### src/rtl/ifu_pkg.sv
// Shared fetch-unit definitions: bus widths, the AXI OKAY response code,
// and the IFU state encoding used by the RTL and the bench.
`ifndef IFU_DEFINES
`define IFU_DEFINES
`define INST_ADDR_BUS 32
`define INST_DATA_BUS 32
`define AXI_RESP_OKAY 2'b00
`endif

package ifu_pkg;

  typedef enum logic [1:0] {
    IDLE = 2'b00,
    ADDR = 2'b01,
    DATA = 2'b10,
    HOLD = 2'b11
  } ifu_state_e;

  // Instructions are word-aligned; any set low bit is a fetch fault.
  function automatic logic pc_aligned(input logic [1:0] pc_lsb);
    return (pc_lsb == 2'b00);
  endfunction

endpackage

### src/rtl/ifu_axi.sv
// Instruction fetch unit: takes one PC at a time, reads it over AXI-lite and
// holds the instruction (or a fault) until decode takes it.
module ifu_axi
  import ifu_pkg::*;
(
  input  logic                      clk,
  input  logic                      rst_n,
  input  logic                      pc_valid,
  output logic                      pc_ready,
  input  logic [`INST_ADDR_BUS-1:0] fetch_pc,
  output logic [`INST_ADDR_BUS-1:0] araddr,
  output logic                      arvalid,
  input  logic                      arready,
  input  logic [`INST_DATA_BUS-1:0] rdata,
  input  logic [1:0]                rresp,
  input  logic                      rvalid,
  output logic                      rready,
  output logic [`INST_DATA_BUS-1:0] inst,
  output logic [`INST_ADDR_BUS-1:0] inst_pc,
  output logic                      inst_err,
  output logic                      inst_valid,
  input  logic                      inst_ready
);

  ifu_state_e                state;
  logic [`INST_ADDR_BUS-1:0] pc_reg;
  logic                      accept;

  // HOLD can take the next PC in the same cycle decode drains it, so there is no bubble.
  assign pc_ready = rst_n & ((state == IDLE) | ((state == HOLD) & inst_ready));
  assign accept   = pc_valid & pc_ready;
  assign araddr   = pc_reg;
  assign inst_pc  = pc_reg;

  // Fetch sequencer with registered bus and decode-side outputs.
  always_ff @(posedge clk or negedge rst_n) begin
    if (!rst_n) begin
      state      <= IDLE;
      pc_reg     <= {`INST_ADDR_BUS{1'b0}};
      arvalid    <= 1'b0;
      rready     <= 1'b0;
      inst       <= {`INST_DATA_BUS{1'b0}};
      inst_err   <= 1'b0;
      inst_valid <= 1'b0;
    end else if (accept) begin
      pc_reg <= fetch_pc;
      if (pc_aligned(fetch_pc[1:0])) begin
        state      <= ADDR;
        arvalid    <= 1'b1;
        inst_valid <= 1'b0;
      end else begin
        state      <= HOLD;
        inst       <= {`INST_DATA_BUS{1'b0}};
        inst_err   <= 1'b1;
        inst_valid <= 1'b1;
      end
    end else begin
      case (state)
        IDLE: begin
          state <= IDLE;
        end
        ADDR: begin
          if (arready) begin
            arvalid <= 1'b0;
            rready  <= 1'b1;
            state   <= DATA;
          end
        end
        DATA: begin
          if (rvalid) begin
            rready     <= 1'b0;
            inst       <= rdata;
            inst_err   <= (rresp != `AXI_RESP_OKAY);
            inst_valid <= 1'b1;
            state      <= HOLD;
          end
        end
        HOLD: begin
          if (inst_ready) begin
            inst_valid <= 1'b0;
            state      <= IDLE;
          end
        end
        default: begin
          state      <= IDLE;
          arvalid    <= 1'b0;
          rready     <= 1'b0;
          inst_valid <= 1'b0;
        end
      endcase
    end
  end

endmodule

### config.mk
export PLATFORM = sky130hd
export DESIGN_NAME = ifu_axi
export DESIGN_NICKNAME = d
export VERILOG_FILES = /design/src/rtl/ifu_pkg.sv /design/src/rtl/ifu_axi.sv
export SDC_FILE = /design/constraint.sdc
export NUM_CORES = 1
export LEC_CHECK = 0
export BUFFER_PORTS_ARGS = -buffer_cell sky130_fd_sc_hd__buf_2
export CORE_ASPECT_RATIO = 1.2
export CORE_UTILIZATION = 35
export DETAILED_ROUTE_END_ITERATION = 7
export PLACE_DENSITY = 0.67
export SKIP_LAST_GASP = 1
export SYNTH_ARGS = -nofsm -noshare
export SYNTH_HDL_FRONTEND = slang
export SYNTH_SLANG_ARGS = --single-unit
### constraint.sdc
create_clock -name clk -period 5.4 [get_ports clk]
set_clock_uncertainty 0.1 [all_clocks]
set_input_delay 0.27 -clock clk [delete_from_list [all_inputs] [get_ports clk]]
set_output_delay 0.27 -clock clk [all_outputs]
set_load 0.02 [all_outputs]
==> flow_summary.yaml, run 1 <==
setup_path:
  slowest_stage: "nor2_4"
  crit_chain: "ha_1 -> a21oi_4 -> buf_4 -> nor2_4 -> mux2_2"
  cp_top_family: "simple AND/OR/NAND/NOR gates"
  crit_path_start_kind: "flip-flop"
  r2r_start: "state[0]"
  crit_type: "reg -> reg"
  crit_start: "state[0]"
  cp-end-kind: "flip-flop"
  critPathArrivalTime_ns: 2.51
  crit_required_ns: 5.51
  slowest_delay_ns: 0.72
  path_buf_inv: 1
  worstPathMaxFanout: 34
route:
  via_per_inst: 5.16
  route.detailed.drc: 0
  drt_pass1_iterations: 4
  first_iter_violations: 154
  ant_nets: 0
  wl_per_cell_microns: 15.3
  wl_microns: 8040
  vias: 2715
place:
  globalplace.congestion: 0.762
  io_buffers: 172
  pre_cts_ws_ns: 2.60
  dp_hpwl_microns: 5640
  place_inst: 510
global_routing:
  grt_pass1_wl_microns: 12300
  first_global_vias: 2485
  track_usage_pct: 15.9
  grt_max_degree: 74
  antenna_found_initial: 0
  grt_overflow: 0
pwr:
  ir_drop_mv: 0.214
  pwr-share-clk_pct: 20.0
  pwr-share-seq_pct: 31.7
  leakagePower_uw: 0.00244
  comb_power_share_pct: 48.4
  intPower_uw: 1700
  switching_share_pct: 42.7
  switchingPower_uw: 1270
  cellPowerDensity_nw_per_um2: 671
layout:
  drive_gt1_share_pct: 49.9
  postLayoutCoreUtil_pct: 46.9
  antenna_cells: 0
  final.fill_count: 900
  num-nets-final: 474
  syn_to_final_growth_pct: 30.8
  instances_no_fill: 526
outcome:
  violations: "hold timing"
  status: "finished, violations left"
synthesis:
  ys_seq_elements: 70
  synth_warnings: 0
  syn_area_sq_um: 3390
  syn-num-nets: 336
  ys_seq_area_share_pct: 51.7
  postSynthAreaPerCell_sq_um: 13.0
  synth_edf_count: 0
  synth_cell_types: 31
  syn-instance-count: 260
  ys.flop_type: "dfrtp_1"
  async_reset_ff_share_pct: 100
sta:
  relSlewSlack_pct: 41.0
  finalCritPeriodShare_pct: 44.5
  fin_crit_ns: 2.40
  slew_viol_final: 0
  tightest_slew_ns: 0.885
  finalSetupViolations: 0
  fin_tns_setup_ns: 0
  finalHoldViolCount: 44
  max_freq_ghz: 0.416
  rsz0062_at_grt: "no"
  worst_slack_ns: 3.00
  hold_ws_ns: -0.0217
clocking:
  clock-root-buffer: "clkbuf_16"
  cts_tree: "yes"
  cts-buffers-inserted: 9
  clk-insertion-delay-late_ns: 0.32
  post-cts-setup-buffers: 0
  h-tree-depth: 3
  cts.sinks: 70
  clk_pin_slew_ns: 0.06
  cts_resized: 0
  clockBufferDepth: 2
  cts_hold_buf: 0
floorplanning:
  fp.coreArea_sq_um: 9470
  placementRows: 39
  start_util_pct: 35.8
  io_pins: 173
  die_y_microns: 110
  dieArea_sq_um: 10100
  fp.dieW_microns: 91.9
hold_path:
  hold_path_class: "in -> async"
run:
  cap_violations: 0
[cells in the final DEF, fill, tap and decap left out, types with 2 or more instances in the layout]
master and n:
mux2_1 28, clkbuf_16 9, inv_1 4, o211a_1 32, a211oi_1 2, mux2_2 4, nand2_1 8, dfrtp_1 70
buf_2 171, a221o_1 32, o31ai_1 2, a31oi_1 2, nand2b_1 2, nor2b_1 5, and2_1 2, ha_1 4
buf_4 6, clkbuf_8 2, clkinvlp_4 3
[cells in the mapped netlist, types with 2 or more instances]
master | n | area, sq um
dfrtp_1 | 70 | 1750
a221o_1 | 32 | 320
buf_4 | 32 | 240
o211a_1 | 32 | 320
mux2_1 | 28 | 315
clkbuf_1 | 11 | 41.3
nand2_1 | 8 | 30.0
nor2b_1 | 5 | 31.3
buf_2 | 4 | 20.0
ha_1 | 4 | 50.1
inv_1 | 4 | 15.0
mux2_2 | 4 | 45.0
buf_6 | 3 | 33.8
a211oi_1 | 2 | 15.0
a31oi_1 | 2 | 12.5
and2_1 | 2 | 12.5
nand2b_1 | 2 | 12.5
o31ai_1 | 2 | 15.0
[power groups by stage]
stage	Sequential (uW)	Clock, uW	Combinational [uW]
2_1_floorplan	1220	0	826
3_3_place_gp	941	0	1440
3_5_place_dp	956	0	1460
4_1_cts	947	614	1460
5_1_grt	981	638	1550
6_report	943	594	1440
[registers in the layout (all words and copies together) (netlist names)]
register    cells
inst_err        1
rready          1
arvalid         1
inst_valid      1
state           2
araddr         32
inst           32
[metrics by stage]
stage / total power (uW) / instance area, sq um / hold slack, ns
after CTS: 3020 / 4440 / 0.0122
final: 2980 / 4440 / -0.0217
after global routing: 3170 / 4440 / 0.0419
after global placement: 2380 / 4130 / 0.356
after floorplan: 2050 / 3390 / -0.126
after detailed placement: 2410 / 4130 / 0.361
[layout make-up]
class	instances	area [sq um]	share of cell area (%)
flip-flops and latches	70	1750	39.5
multi-input cells	136	1310	29.4
repair buffers	177	901	20.3
clock buffers	11	253	5.70
well taps	123	154	3.47
clock inverters	5	57.6	1.30
inverters	4	15.0	0.338
[cells by family after synthesis]
| group | Yosys count | synth area share, % |
|---|---|---|
| flip-flops | 70 | 51.7 |
| AND/OR/NAND/NOR | 22 | 3.95 |
| multiplexers | 32 | 10.6 |
| AO/OA/AOI/OAI | 78 | 22.0 |
| buffers and inverters | 54 | 10.3 |
| adder cells (fa/ha/maj) | 4 | 1.48 |
[path summary, 6_finish.rpt]
kind / to / slack (ns) / depth (start not counted)
worst max-delay path: araddr[27] / 3.00 / 5
worst min-delay path: inst[26] / -0.02 / 1
worst max register to register: araddr[27] / 3.00 / 5
worst min register to register: araddr[6] / 0.40 / 1
max in group asynchronous: arvalid / 4.66 / 1
min in group clk: araddr[6] / 0.06 / 2
[metal layers]
metal	up-vias	track usage (%)	wire, microns
met5	-	0	0
met4	0	8.59	112
met3	9	3.80	618
met2	137	27.5	4110
met1	1329	18.3	3200
li1	1240	-	-
No activity file was read; power rests on OpenSTA's default activity.
==> inputs of run 2 (changes only) <==
==> constraint.sdc (replaced) <==
create_clock -name clk -period 2.3 [get_ports clk]
set_clock_uncertainty 0.1 [all_clocks]
set_input_delay 0.115 -clock clk [delete_from_list [all_inputs] [get_ports clk]]
set_output_delay 0.115 -clock clk [all_outputs]
set_load 0.02 [all_outputs]
==> run 2 against run 1 <==
Effect of this change:
- the run now ends clean
- clock power increased by 140%
- wire length increased by 17%
- clock-buffer cell count shrank 1
- critical path type unchanged
==> flow_summary.yaml, run 2 (synthesis gave the netlist of run 1 again) <==
global_routing:
  grt_max_degree: 72
  track_usage_pct: 18.1
  grt_overflow: 0
  antenna_found_initial: 0
  first_global_vias: 2875
  grt_pass1_wl_microns: 13900
floorplanning:
  fp.dieW_microns: 91.9
  io_pins: 173
  start_util_pct: 35.8
  dieArea_sq_um: 10100
  fp.coreArea_sq_um: 9470
  die_y_microns: 110
  placementRows: 39
clocking:
  cts_resized: 0
  clk-insertion-delay-late_ns: 0.33
  clock-root-buffer: "clkbuf_16"
  cts_tree: "yes"
  clockBufferDepth: 2
  clk_pin_slew_ns: 0.06
  cts-buffers-inserted: 9
  cts.sinks: 70
  h-tree-depth: 3
setup_path:
  crit_path_start_kind: "flip-flop"
  worstPathMaxFanout: 17
  cp-end-kind: "flip-flop"
  critPathArrivalTime_ns: 2.16
  crit_type: "reg -> reg"
  crit_required_ns: 2.41
sta:
  finalSetupViolations: 0
  finalCritPeriodShare_pct: 89.4
  max_freq_ghz: 0.487
  relSlewSlack_pct: 40.4
  tightest_slew_ns: 0.894
  fin_crit_ns: 2.06
  slew_viol_final: 0
  worst_slack_ns: 0.245
  fin_tns_setup_ns: 0
  rsz0062_at_grt: "no"
  finalHoldViolCount: 0
route:
  drt_pass1_iterations: 4
  via_per_inst: 5.01
  route.detailed.drc: 0
  wl_microns: 9390
  ant_nets: 0
  vias: 2984
  wl_per_cell_microns: 15.8
  first_iter_violations: 105
pwr:
  pwr-share-seq_pct: 30.7
  switchingPower_uw: 3090
  leakagePower_uw: 0.00275
  intPower_uw: 4160
  cellPowerDensity_nw_per_um2: 1410
  ir_drop_mv: 0.552
  switching_share_pct: 42.6
  pwr-share-clk_pct: 20.1
  comb_power_share_pct: 49.3
  total_power_uw: 7240
layout:
  antenna_cells: 0
  postLayoutCoreUtil_pct: 54.3
  syn_to_final_growth_pct: 51.7
  num-nets-final: 544
  mostFrequentLayoutCells: "171 x buf_2, 70 x dfrtp_1, 65 x dlygate4sd3_1, 32 x o211a_1, 32 x a221o_1"
  final_common_cell: "buf_2"
  final.fill_count: 814
  drive_gt1_share_pct: 43.3
place:
  globalplace.congestion: 0.782
  io_buffers: 172
  dp_hpwl_microns: 6020
  pre_cts_ws_ns: 0.267
outcome:
  status: "finished, final reports clean"
hold_path:
  hold_path_class: "in -> reg"
run:
  cap_violations: 0
[run 2: stage by stage]
step                hold WS [ns]  area [sq um]  std cells
floorplan                 -0.281          3390        260
global placement           0.232          4180        515
detailed placement         0.238          4180        515
CTS                      0.00637          5140        596
global route              0.0239          5140        596
finish                    0.0119          5140        596
[run 2: cell type report]
type	count	area [sq um]	share of cell area, %
sequential	70	1750	34.1
timing repair buffer	247	1600	31.1
multi-input combinational	136	1310	25.4
clock buffer	10	229	4.45
tap	123	154	2.99
clock inverter	6	86.3	1.68
inverter	4	15.0	0.292
[run 2: final timing paths]
check	startpoint	endpoint	slack (ns)	cells after the start
worst max-delay path	state[0]	inst[15]	0.24	5
max in group asynchronous	rst_n	inst[5]	1.05	3
worst min register to register	araddr[22]	araddr[22]	0.40	1
min in group asynchronous	rst_n	inst[25]	0.43	3
worst max register to register	state[0]	inst[15]	0.24	5
worst min-delay path	arready	arvalid	0.01	3
[run 2: layer usage]
| layer | wire length, microns | track usage [%] | part of all wire, % | vias up |
|---|---|---|---|---|
| met1 | 3820 | 20.1 | 41 | 1437 |
| met5 | 0 | 0 | 0 | - |
| met4 | 244 | 10.2 | 2.6 | 0 |
| met3 | 636 | 4.84 | 6.8 | 18 |
| li1 | - | - | - | 1384 |
| met2 | 4690 | 31.3 | 50 | 145 |
[run 2: repair_timing]
| action | CTS | global route |
|---|---|---|
| hold buffers | 65 | 0 |
| hold endpoints to repair | 134 | 0 |
| buffers inserted | 0 | 0 |
[run 2: critical path: stages, from the launching register on]
cell and delay [ns]:
dfrtp_1 0.41, ha_1 0.30, a21oi_4 0.38, nor4_4 0.12
buf_4 0.24, a221o_1 0.36
[run 2: power groups by stage]
stage / Clock, uW / Combinational [uW] / Sequential [uW]
finish: 1450 / 3570 / 2220
global route: 1550 / 3800 / 2300
CTS: 1500 / 3580 / 2210
detailed placement: 0 / 3480 / 2230
global placement: 0 / 3430 / 2190
floorplan: 0 / 1940 / 2860
